## src/rtl/uart_tx_fifo_if.sv

```systemverilog
// Rib bus write/read channel between the bus fabric and the UART transmit peripheral.
// The master drives strobe, address and write data; the slave returns combinational read data.
`timescale 1ns/1ps
interface uart_tx_fifo_if;
   logic        we_i;
   logic [31:0] addr_i;
   logic [31:0] data_i;
   logic [31:0] data_o;

   modport master (output we_i, output addr_i, output data_i, input data_o);
   modport slave  (input we_i, input addr_i, input data_i, output data_o);
endinterface

```

## src/rtl/uart_tx_fifo.sv

```systemverilog
// UART transmit peripheral: a byte FIFO written over the rib bus, drained by an 8N1 serializer.
// Back-to-back frames run without an idle gap while the FIFO holds data.
`timescale 1ns/1ps
module uart_tx_fifo #(
   parameter int          FIFO_DEPTH   = 16,
   parameter logic [15:0] BAUD_DIV_RST = 16'd434
) (
   input  logic             clk,
   input  logic             rst,
   uart_tx_fifo_if.slave    bus,
   output logic             tx_pin
);
   localparam int AW = $clog2(FIFO_DEPTH);

   typedef enum logic [1:0] {IDLE, START, DATA, STOP} state_t;

   state_t      state, state_nxt;
   logic [7:0]  mem [FIFO_DEPTH];
   logic [AW:0] wr_ptr, rd_ptr;
   logic        full, empty;
   logic        push_req, push, pop;
   logic        status_wr, baud_wr;
   logic        ovf, busy;
   logic [15:0] baud_div, div_q, baud_cnt, baud_new;
   logic [2:0]  bit_idx;
   logic [7:0]  shreg;
   logic        bit_done;
   logic [3:0]  offset;
   logic        unused_bits;

   assign offset      = bus.addr_i[3:0];
   assign unused_bits = ^{bus.addr_i[31:4], bus.data_i[31:16]};

   // The extra wrap bit distinguishes a full FIFO from an empty one when the indices match.
   assign empty = (wr_ptr == rd_ptr);
   assign full  = (wr_ptr[AW] != rd_ptr[AW]) && (wr_ptr[AW-1:0] == rd_ptr[AW-1:0]);

   assign push_req  = bus.we_i && (offset == 4'h0);
   assign status_wr = bus.we_i && (offset == 4'h4);
   assign baud_wr   = bus.we_i && (offset == 4'h8);
   assign push      = push_req && (!full || pop);
   assign baud_new  = (bus.data_i[15:0] < 16'd2) ? 16'd2 : bus.data_i[15:0];

   assign bit_done = (baud_cnt == div_q - 16'd1);
   assign busy     = (state != IDLE);

   // Next-state and line drive; a pop happens on leaving IDLE or finishing STOP with data queued.
   always_comb begin
      state_nxt = state;
      pop       = 1'b0;
      tx_pin    = 1'b1;
      case (state)
         IDLE: begin
            if (!empty) begin
               pop       = 1'b1;
               state_nxt = START;
            end
         end
         START: begin
            tx_pin = 1'b0;
            if (bit_done) state_nxt = DATA;
         end
         DATA: begin
            tx_pin = shreg[0];
            if (bit_done && (bit_idx == 3'd7)) state_nxt = STOP;
         end
         STOP: begin
            if (bit_done) begin
               if (!empty) begin
                  pop       = 1'b1;
                  state_nxt = START;
               end else begin
                  state_nxt = IDLE;
               end
            end
         end
         default: state_nxt = IDLE;
      endcase
   end

   // Storage needs no reset: the pointers alone define what is valid.
   always_ff @(posedge clk) begin
      if (push) mem[wr_ptr[AW-1:0]] <= bus.data_i[7:0];
   end

   // Pointers, sticky overflow, divisor register and the bit-timing datapath.
   always_ff @(posedge clk) begin
      if (rst) begin
         state    <= IDLE;
         wr_ptr   <= '0;
         rd_ptr   <= '0;
         ovf      <= 1'b0;
         baud_div <= BAUD_DIV_RST;
         div_q    <= BAUD_DIV_RST;
         baud_cnt <= '0;
         bit_idx  <= '0;
         shreg    <= 8'hFF;
      end else begin
         state <= state_nxt;
         if (push) wr_ptr <= wr_ptr + 1'b1;
         if (pop)  rd_ptr <= rd_ptr + 1'b1;
         if (push_req && !push) ovf <= 1'b1;
         else if (status_wr)    ovf <= 1'b0;
         if (baud_wr) baud_div <= baud_new;
         // The divisor is sampled only at frame start so a mid-frame write cannot distort a frame.
         if (pop) begin
            shreg    <= mem[rd_ptr[AW-1:0]];
            div_q    <= baud_div;
            baud_cnt <= '0;
            bit_idx  <= '0;
         end else if (state != IDLE) begin
            if (bit_done) begin
               baud_cnt <= '0;
               if (state == DATA) begin
                  shreg   <= {1'b0, shreg[7:1]};
                  bit_idx <= bit_idx + 3'd1;
               end
            end else begin
               baud_cnt <= baud_cnt + 16'd1;
            end
         end
      end
   end

   always_comb begin
      bus.data_o = '0;
      case (offset)
         4'h4:    bus.data_o = {28'b0, ovf, empty, full, busy};
         4'h8:    bus.data_o = {16'b0, baud_div};
         default: bus.data_o = '0;
      endcase
   end
endmodule

```

## src/flat_wrapper.sv

```systemverilog
// flat-port wrapper written by rule: the top's interface ports become plain ports
module uart_tx_fifo_flat 
#(
   parameter int          FIFO_DEPTH   = 16,
   parameter logic [15:0] BAUD_DIV_RST = 16'd434
)
  (clk, rst, tx_pin, bus_we_i, bus_addr_i, bus_data_i, bus_data_o);
  uart_tx_fifo_if bus_i ();
  input  logic clk;
  input  logic rst;
  output logic tx_pin;
  input wire logic [$bits(bus_i.we_i)-1:0] bus_we_i;
  input wire logic [$bits(bus_i.addr_i)-1:0] bus_addr_i;
  input wire logic [$bits(bus_i.data_i)-1:0] bus_data_i;
  output wire logic [$bits(bus_i.data_o)-1:0] bus_data_o;
  assign bus_i.we_i = bus_we_i;
  assign bus_i.addr_i = bus_addr_i;
  assign bus_i.data_i = bus_data_i;
  assign bus_data_o = bus_i.data_o;
  uart_tx_fifo #(.FIFO_DEPTH(FIFO_DEPTH), .BAUD_DIV_RST(BAUD_DIV_RST)) u_core (.clk(clk), .rst(rst), .bus(bus_i), .tx_pin(tx_pin));
endmodule
```

## config.mk

```make
export PLATFORM = sky130hd
export DESIGN_NAME = uart_tx_fifo_flat
export DESIGN_NICKNAME = d
export VERILOG_FILES = /design/src/rtl/uart_tx_fifo_if.sv /design/src/rtl/uart_tx_fifo.sv /design/src/flat_wrapper.sv
export SDC_FILE = /design/constraint.sdc
export NUM_CORES = 1
export LEC_CHECK = 0
export CAP_MARGIN = 30
export CORE_MARGIN = 1.5
export CORE_UTILIZATION = 50
export DETAILED_ROUTE_END_ITERATION = 10
export PLACE_DENSITY = 0.75
export SYNTH_ARGS = -nofsm -noshare
export SYNTH_HDL_FRONTEND = slang
export SYNTH_SLANG_ARGS = --single-unit
```

## constraint.sdc

```tcl
create_clock -name clk -period 3.83 [get_ports clk]
set_input_delay 0.383 -clock clk [delete_from_list [all_inputs] [get_ports clk]]
set_output_delay 0.383 -clock clk [all_outputs]
set_load 0.01 [all_outputs]
```

==> impl_results.md, run 1 <==
- Drt drc: 0
- Main synth FF type: edfxtp_1
- Post-place setup slack: 379 ps
- HP Class: input pin to flop
- H-tree depth: 1
- Clock buffer depth: 3
- Leakage: 0.00370 uW
- Congestion Overflow GR: 0
- Hold path endpoint: u_core.baud_div[15]
- Async SR Flop Fraction: 0%
- DR iter-0 viols: 499
- DIE WIDTH: 138 um
- Vias per cell: 5.88
- # diodes: 0
- # IOs: 100
- Slew HR: 39.1%
- Initial core utilization: 51.0%
- Pwr dens: 470 mW/mm^2
- Total negative slack: 0 ps
- Root Driver: clkbuf_16
- Syn avg cell area: 13.1 um^2
- Post-route ant nets: 0
- Critical path peak fanout: 15
- Core area: 0.0179 mm^2
- Setup ws final: 339 ps
- Critical Path End Type: flop
- Layout Utilization: 58.2%
- Post_cts resized: 0
- Crit path DAT: 3650 ps
- Die H: 138 um
- MaxCap Viol Count: 0
- Setup Fix Bufs, Post-CTS: 0
- Antenna violations before repair: 0
- Post-DP HPWL: 13.4 mm
- Final setup viols: 0
- Drt pass-1 iters: 5
- Worst hold start: bus_data_i[15]
- Tot GR Track Use: 20.5%
- Largest net degree at the start of global routing: 51
- Post-synth EDFFs: 128
- Largest cells by area after synthesis: edfxtp_1 (42%), dfxtp_1 (17%), mux4_2 (9.9%), mux2i_1 (3.0%), nor2_1 (2.5%)
- Hold depth: 3
- Period Utilization, post-route: between 90% and 100%
- CTS tree: done
- Cells after DPL: 948
- Syn-to-layout area delta: 14.3%
- F_max: 286 MHz
- Final Wtd Congestion: 0.907
- Max Slew Vio Count: 0
- Cell Rows: slightly below 50
- R2R Path Start: u_core.div_q[0]
- Proportion of layout cells with a drive suffix above 1: 13.8%
- Final Cell Area: around 0.010 mm^2
- R2R cell count: 11
- Synth area leader: edfxtp_1
- Vias: between 5000 and 6000
- Worst-Margin Slew: 914 ps
- Post-Syn Instances: between 600 and 700
- Mapped Area: 0.00912 mm^2
- Total CTS buffers: 22
- Hold Vio Cnt, Final: 0
- Clock Skews: 20.1 ps
- Synth top cells by count: edfxtp_1 (128), dfxtp_1 (76), nor2_1 (61)
- Routed wire per std cell: 20.0 um
- Placed cell areas: 0.00971 mm^2
- Synth warnings: 0
- Register bit count reported by yosys: 204
- Vias in the first global route: 5684
- RSZ-0062 raised after global routing: no
- Tmin final: 3490 ps
- Nets@finish: 823
- Startpoint Class: flop
- Routed wire length: roughly 20 mm
- Non-Filler Instances: 988
- Capturing point of the worst reg2reg path: u_core.mem[11][0]
- Port bufs: 39
- Clock Latency Late Sink: approximately 520 ps
- Top-count cell post-synth: edfxtp_1
- VDD IR max: 0.360 mV
- Clock Pin Slew Worst Setup and Hold Paths: 60 ps
- Clock tree sinks: 204
- Yosys cell types: 59
- Synth top area share: between 40% and 50%
- Worst Setup Path Type: flop to flop
- CTS hold repair buffers: 0
- R2R setup slack: 340 ps
- Worst Path Required: 3990 ps
- Status: finished clean
- First-pass GRT wire length: a little over 30 mm
- Register area share after synthesis: 58.8%
- Die area: 0.0191 mm^2
power by group:
part           internal [uW]  switching (uW)
Combinational            183             250
Sequential              2360            37.9
Clock                   1200             869
worst max-delay path, cell delays in order (launching register included):
cell and delay (ps):
dfxtp_1 370, inv_1 80, ha_1 260, nor3b_2 470, nand4_1 180, xnor2_1 200, nand3b_1 230, nor4_4 390
a311oi_2 170, nor2_1 140, buf_4 200, and3_1 440
sequential cells by signal, indices dropped and copies added (netlist names), named ones only:
| register | cells |
|---|---|
| u_core.baud_cnt | 16 |
| u_core.baud_div | 16 |
| u_core.bit_idx | 3 |
| u_core.div_q | 16 |
| u_core.mem | 128 |
| u_core.ovf | 1 |
| u_core.rd_ptr | 5 |
| u_core.shreg | 8 |
| u_core.state | 2 |
| u_core.wr_ptr | 5 |
cell type report:
type                       instances  area (um^2)
fill                            1330         7470
sequential                       204         5370
inverter                          13         48.8
multi-input combinational        447         3500
clock buffer                      24          558
timing repair buffer              55          505
clock inverter                    16          161
tap                              229          287
metal layers:
metal | global-route usage [%] | vias to the layer above | part of all wire, %
li1 | - | 2657 | -
met2 | 35.4 | 251 | 51
met5 | 0 | - | 0
met3 | 3.50 | 36 | 6.5
met4 | 5.60 | 0 | 2.3
met1 | 26.9 | 2869 | 40
logic make-up (layout without fill, tap and decap cells):
| kind of cell | after synthesis | count (layout) | synth area share, % |
|---|---|---|---|
| simple gates | 232 | 232 | 13.4 |
| mux | 68 | 68 | 13.0 |
| buf+inv | 61 | 108 | 3.43 |
| other cells | 1 | 16 | 0.0411 |
| xor+xnor | 42 | 42 | 4.11 |
| fa+ha+maj | 13 | 13 | 1.78 |
| flops | 204 | 204 | 58.8 |
| compound gates | 76 | 76 | 5.42 |
cell usage in the layout, fill, tap and decap left out, types with 18 or more instances in the layout:
master,n
mux2i_1,27
clkdlybuf4s50_1,38
edfxtp_1,128
nand2_1,49
nor2_1,61
mux4_2,40
a21oi_1,30
clkbuf_16,22
dfxtp_1,75
and3_1,24
nand3_1,18
xnor2_1,25
per-stage QoR:
step                total power (uW)  hold WS, ps
finish                          4900          466
global route                    5070          482
CTS                             4930          457
detailed placement              2870          470
global placement                2850          459
floorplan                       2730          444
how the worst max path moves through the flow:
stage,startpoint,to,slack (ps),cells past startpoint
detailed placement,u_core.div_q[0],u_core.mem[1][6],380,11
CTS,u_core.div_q[0],u_core.mem[7][0],380,11
finish,u_core.div_q[0],u_core.mem[11][0],340,11
global placement,u_core.div_q[0],u_core.mem[7][4],480,11
global route,u_core.div_q[0],u_core.mem[13][0],100,11
floorplan,u_core.div_q[0],u_core.mem[3][0],270,10
(Power assumes the default switching activity.)
==> run 2: changes to the inputs <==
- CORE_UTILIZATION: 50 -> 51
- PLACE_DENSITY: 0.75 -> 0.76
==> impl_results.md, run 2 (synthesis gave the netlist of run 1 again) <==
- Status: finished clean
- Layout Utilization: 59.5% (+1.3 points)
- Vias: 5795 (-0.31%)
- Pwr dens: 471 mW/mm^2 (+0.13%)
- Antenna violations before repair: 0 (unchanged)
- Critical path peak fanout: 15 (unchanged)
- Total negative slack: 0 ps (unchanged)
- MaxCap Viol Count: 0 (unchanged)
- Proportion of layout cells with a drive suffix above 1: 13.4% (-0.44 points)
- CTS tree: done
- Vias per cell: 5.92 (+0.61%)
- Period Utilization, post-route: 91.9% (+0.81 points)
- Clock buffer depth: 3 (unchanged)
- Port bufs: 39 (unchanged)
- Tot GR Track Use: 22.4% (+1.9 points)
- Critical Path Max Stage Delay: 500 ps (+30 ps)
- Crit path max-delay cell type: nor3b_2
- Final Wtd Congestion: 0.848 (-6.5%)
- Tmin final: 3520 ps (+31.0 ps)
- VDD IR max: 0.423 mV (+17%)
- DIE WIDTH: 137 um (-0.96%)
- Worst Setup SP: u_core.div_q[1]
- Largest net degree at the start of global routing: 51 (unchanged)
- Syn-to-layout area delta: 13.6%
- CTS hold repair buffers: 0 (unchanged)
- DR iter-0 viols: 488 (-2.2%)
- # diodes: 0 (unchanged)
- Post-DP HPWL: 13.7 mm (+2.3%)
- Core area: 0.0174 mm^2 (-2.7%)
- Clock tree sinks: 204 (unchanged)
- Congestion Overflow GR: 0 (unchanged)
- Commonest non-fill, non-tap cell in the layout: edfxtp_1
- Slew HR: 44.9% (+5.9 points)
- Root Driver: clkbuf_16
- Drt drc: 0 (unchanged)
- Post-place setup slack: 333 ps (-45.7 ps)
- Setup ws final: 308 ps (-31.0 ps)
- Cell Rows: 48 (-2.0%)
- Clock Latency Late Sink: 510 ps (about the same)
- Worst path buffer plus inverter count: 2 (unchanged)
- Post_cts resized: 0 (unchanged)
- R2R Path Start: u_core.div_q[1]
- Die area: 0.0187 mm^2 (-1.9%)
- First-pass GRT wire length: 31.5 mm (+2.0%)
- Critical Path End Type: flop
- Total CTS buffers: 21 (-4.5%)
- Family with the most delay on the worst path: simple AND/OR/NAND/NOR gates
- Max Slew Vio Count: 0 (unchanged)
- Worst-Margin Slew: 824 ps (-90.5 ps)
- Vias in the first global route: 5719 (+0.62%)
- Worst Setup Path Type: flop to flop
- Setup Fix Bufs, Post-CTS: 0 (unchanged)
- Routed wire per std cell: 20.9 um (+4.5%)
- Worst Path Required: 3970 ps (-20 ps)
- F_max: 284 MHz (-0.88%)
- Largest register FFs: 128 (unchanged)
- Final setup viols: 0 (unchanged)
- Commonest cells after routing, fill and taps aside: edfxtp_1 (128), dfxtp_1 (75), nor2_1 (61)
- Post-route ant nets: 0 (unchanged)
- Leakage: 0.00367 uW (-0.94%)
- Startpoint Class: flop
- Initial core utilization: 52.4% (+1.4 points)
- Nets@finish: 819 (-0.49%)
- Critical-path cell list: inv_1, ha_1, nor3b_2, nand4_1, xnor2_1, nand3b_1, nor4_4, a311oi_2, nor2_1, buf_4, and3_1
- Die H: 137 um (-0.96%)
- Hold Vio Cnt, Final: 0 (unchanged)
- Clock Pin Slew Worst Setup and Hold Paths: 60 ps (about the same)
- # IOs: 100 (unchanged)
- Crit path DAT: 3660 ps (about the same)
- Clock Skews: 21.1 ps (+1.07 ps)
- RSZ-0062 raised after global routing: no
- HP Class: input pin to flop
- Drt pass-1 iters: 5 (unchanged)
- Worst hold start: rst
- Routed wire length: 20.4 mm (+3.5%)
- H-tree depth: 1 (unchanged)
-- run 2: power by group --
group | switching, uW | internal (uW) | leakage (uW) | total, uW
Sequential | 41.0 | 2360 | 0.00176 | 2400
Combinational | 255 | 181 | 0.00157 | 435
Clock | 830 | 1220 | 0.000331 | 2050
-- run 2: area by class of cell --
class / instances / area (um^2)
inverter: 13 / 48.8
timing repair buffer: 52 / 483
sequential: 204 / 5370
fill: 1339 / 7050
clock buffer: 26 / 544
clock inverter: 12 / 141
tap: 225 / 282
multi-input combinational: 447 / 3500
-- run 2: final timing paths --
path / endpoint / slack, ps / cells after the start
worst max-delay path: u_core.mem[9][0] / 310 / 11
worst max register to register: u_core.mem[9][0] / 310 / 11
worst min-delay path: u_core.div_q[10] / 460 / 3
worst min register to register: u_core.baud_div[14] / 490 / 2
-- run 2: layer usage --
metal / routed length (um) / GRT usage [%]
met4: 715 / 8.04
met5: 0 / 0
met3: 1200 / 3.70
met1: 8260 / 29.3
met2: 10300 / 37.9
-- run 2: per-stage QoR --
stage                     power, uW  instance area (um^2)  hold WS, ps  cells
after floorplan                2730                  9180          444    712
after global routing           5030                 10400          472    979
after detailed placement       2870                  9680          471    941
after CTS                      4900                 10400          441    979
final                          4880                 10400          458    979
after global placement         2850                  9680          461    941
-- run 2: worst reg2reg max path: stages (launching register included) --
cell	delay (ps)
dfxtp_1	350
inv_1	70
ha_1	260
nor3b_2	500
nand4_1	190
xnor2_1	200
nand3b_1	210
nor4_4	360
a311oi_2	190
nor2_1	160
buf_4	200
and3_1	480
==> run 3: changes to the inputs <==
- PLACE_DENSITY: 0.76 -> 0.8
==> impl_results.md, run 3 (synthesis gave the netlist of run 1 again) <==
- Status: finished clean
- Antenna violations before repair: 0 (unchanged)
- HP Class: input pin to flop
- Switching share of power: 23.1% (+0.024 points)
- Post-route ant nets: 0 (unchanged)
- # diodes: 0 (unchanged)
- End of the critical path: u_core.mem[2][2]
- Worst-Margin Slew: 722 ps (-101 ps)
- Drt drc: 0 (unchanged)
- Vias in the first global route: 5584 (-2.4%)
- Final setup viols: 0 (unchanged)
- Post-place setup slack: 380 ps (+47.0 ps)
- R2R setup slack: 350 ps (+50 ps)
- Worst Path Required: 3980 ps (about the same)
- Placed cell areas: 0.00969 mm^2 (about the same)
- Setup ws final: 355 ps (+46.6 ps)
- Vias: 5710 (-1.5%)
- Cell Rows: 48 (unchanged)
- Tmin final: 3480 ps (-46.6 ps)
- Routed wire per std cell: 20.0 um (-4.0%)
- Die H: 137 um (unchanged)
- Max Slew Vio Count: 0 (unchanged)
- Post-DP HPWL: 13.4 mm (-2.5%)
- First-pass GRT wire length: 30.6 mm (-2.9%)
- Nets@finish: 820 (+0.12%)
- Int Power: 3650 uW (-2.9%)
- Initial core utilization: 52.4% (unchanged)
- Core area: 0.0174 mm^2 (unchanged)
- Commonest non-fill, non-tap cell in the layout: edfxtp_1
- Worst Setup Path Type: flop to flop
- Proportion of layout cells with a drive suffix above 1: 13.1% (-0.27 points)
- VDD IR max: 0.619 mV (+46%)
- DR iter-0 viols: 527 (+8.0%)
- Total CTS buffers: 21 (unchanged)
- Startpoint Class: flop
- Clock Pin Slew Worst Setup and Hold Paths: 60 ps (about the same)
- Setup Fix Bufs, Post-CTS: 0 (unchanged)
- Final Cell Area: 0.0103 mm^2 (-0.41%)
- Critical Path End Type: flop
- Root Driver: clkbuf_16
- Commonest cells after routing, fill and taps aside: edfxtp_1 (128), dfxtp_1 (75), nor2_1 (61)
- R2R Path Start: u_core.div_q[0]
- Total negative slack: 0 ps (unchanged)
- Crit path DAT: 3620 ps (-40 ps)
- MaxCap Viol Count: 0 (unchanged)
- Die area: 0.0187 mm^2 (unchanged)
- Switching power total: 1090 uW (-2.8%)
- Tot GR Track Use: 21.5% (-0.86 points)
- Hold depth: 3 (unchanged)
- Clock network power share: 40.3% (-1.6 points)
- Syn-to-layout area delta: 13.2%
- R2R cell count: 11 (unchanged)
- Slew HR: 51.7% (+6.8 points)
- Clock Latency Late Sink: 500 ps (about the same)
- Congestion Overflow GR: 0 (unchanged)
- Worst Setup SP: u_core.div_q[0]
- Hold Vio Cnt, Final: 0 (unchanged)
- Capturing point of the worst reg2reg path: u_core.mem[2][2]
- CTS tree: done
- # IOs: 100 (unchanged)
- Period Utilization, post-route: 90.7% (-1.2 points)
- Worst hold start: rst
- Final Wtd Congestion: 0.866 (+2.1%)
- Comb pwr share: 9.1% (+0.2 points)
- Port bufs: 39 (unchanged)
- DIE WIDTH: 137 um (unchanged)
- Clock Skews: 20.9 ps (-0.237 ps)
- FILL cells: 1305 (-2.5%)
- Largest register FFs: 128 (unchanged)
- Routed wire length: 19.6 mm (-4.0%)
- Critical path peak fanout: 15 (unchanged)
- Clock tree sinks: 204 (unchanged)
- Post_cts resized: 0 (unchanged)
- Leakage: 0.00365 uW (-0.42%)
- F_max: 288 MHz (+1.3%)
- Drt pass-1 iters: 7 (+2)
- CTS hold repair buffers: 0 (unchanged)
- H-tree depth: 1 (unchanged)
- Clock buffer depth: 3 (unchanged)
- Sequential share of power: 50.6% (+1.4 points)
- RSZ-0062 raised after global routing: no
- Largest net degree at the start of global routing: 51 (unchanged)
- Vias per cell: 5.83 (-1.5%)
- Pwr dens: 459 mW/mm^2 (-2.5%)
==> run 3: metal layers <==
metal  GRT usage (%)  wire [um]  vias to the layer above  share of wire (%)
met5               0          0                        -                  0
met4            6.26        469                        0                2.4
met3            3.56        994                       35                5.1
met2            35.9       9840                      181                 50
met1            29.3       8310                     2841                 42
li1                -          -                     2653                  -
==> run 3: power by group through the flow <==
stage	registers (uW)	clock network [uW]	logic, uW
final	2400	1910	432
after global routing	2400	2020	470
after CTS	2400	1930	430
after detailed placement	2450	0	428
after global placement	2440	0	407
after floorplan	2430	0	303
==> run 3: critical path, stage by stage, from the launching register on <==
cell and delay [ps]:
dfxtp_1 360, inv_1 80, ha_1 270, nor3b_2 480
nand4_1 180, xnor2_1 190, nand3b_1 210, nor4_4 370
a311oi_2 210, nor2_1 140, buf_4 180, and3_1 460
==> run 3: worst min-delay path by stage <==
| stage | slack (ps) | to |
|---|---|---|
| after floorplan | 440 | u_core.baud_div[10] |
| after global placement | 460 | u_core.shreg[7] |
| after detailed placement | 470 | u_core.shreg[7] |
| after CTS | 450 | u_core.div_q[12] |
| after global routing | 480 | u_core.div_q[13] |
| final | 470 | u_core.rd_ptr[1] |
==> run 3: per-stage QoR <==
| stage | util (%) | hold slack, ps | power [uW] | std cells |
|---|---|---|---|---|
| 5_1_grt | 59.3 | 481 | 4890 | 979 |
| 3_3_place_gp | 55.6 | 459 | 2850 | 942 |
| 2_1_floorplan | - | 444 | 2730 | 712 |
| 6_report | 59.3 | 466 | 4740 | 979 |
| 3_5_place_dp | 55.6 | 469 | 2870 | 942 |
| 4_1_cts | 59.3 | 449 | 4760 | 979 |
==> run 3: area by class of cell <==
cell class,instances,area (um^2),area share [%]
clock buffers,30,569,5.51
clock inverters,7,66.3,0.642
inverters,13,48.8,0.473
multi-input cells,447,3500,33.9
flip-flops and latches,204,5370,52.0
well taps,225,282,2.73
repair buffers,53,490,4.75
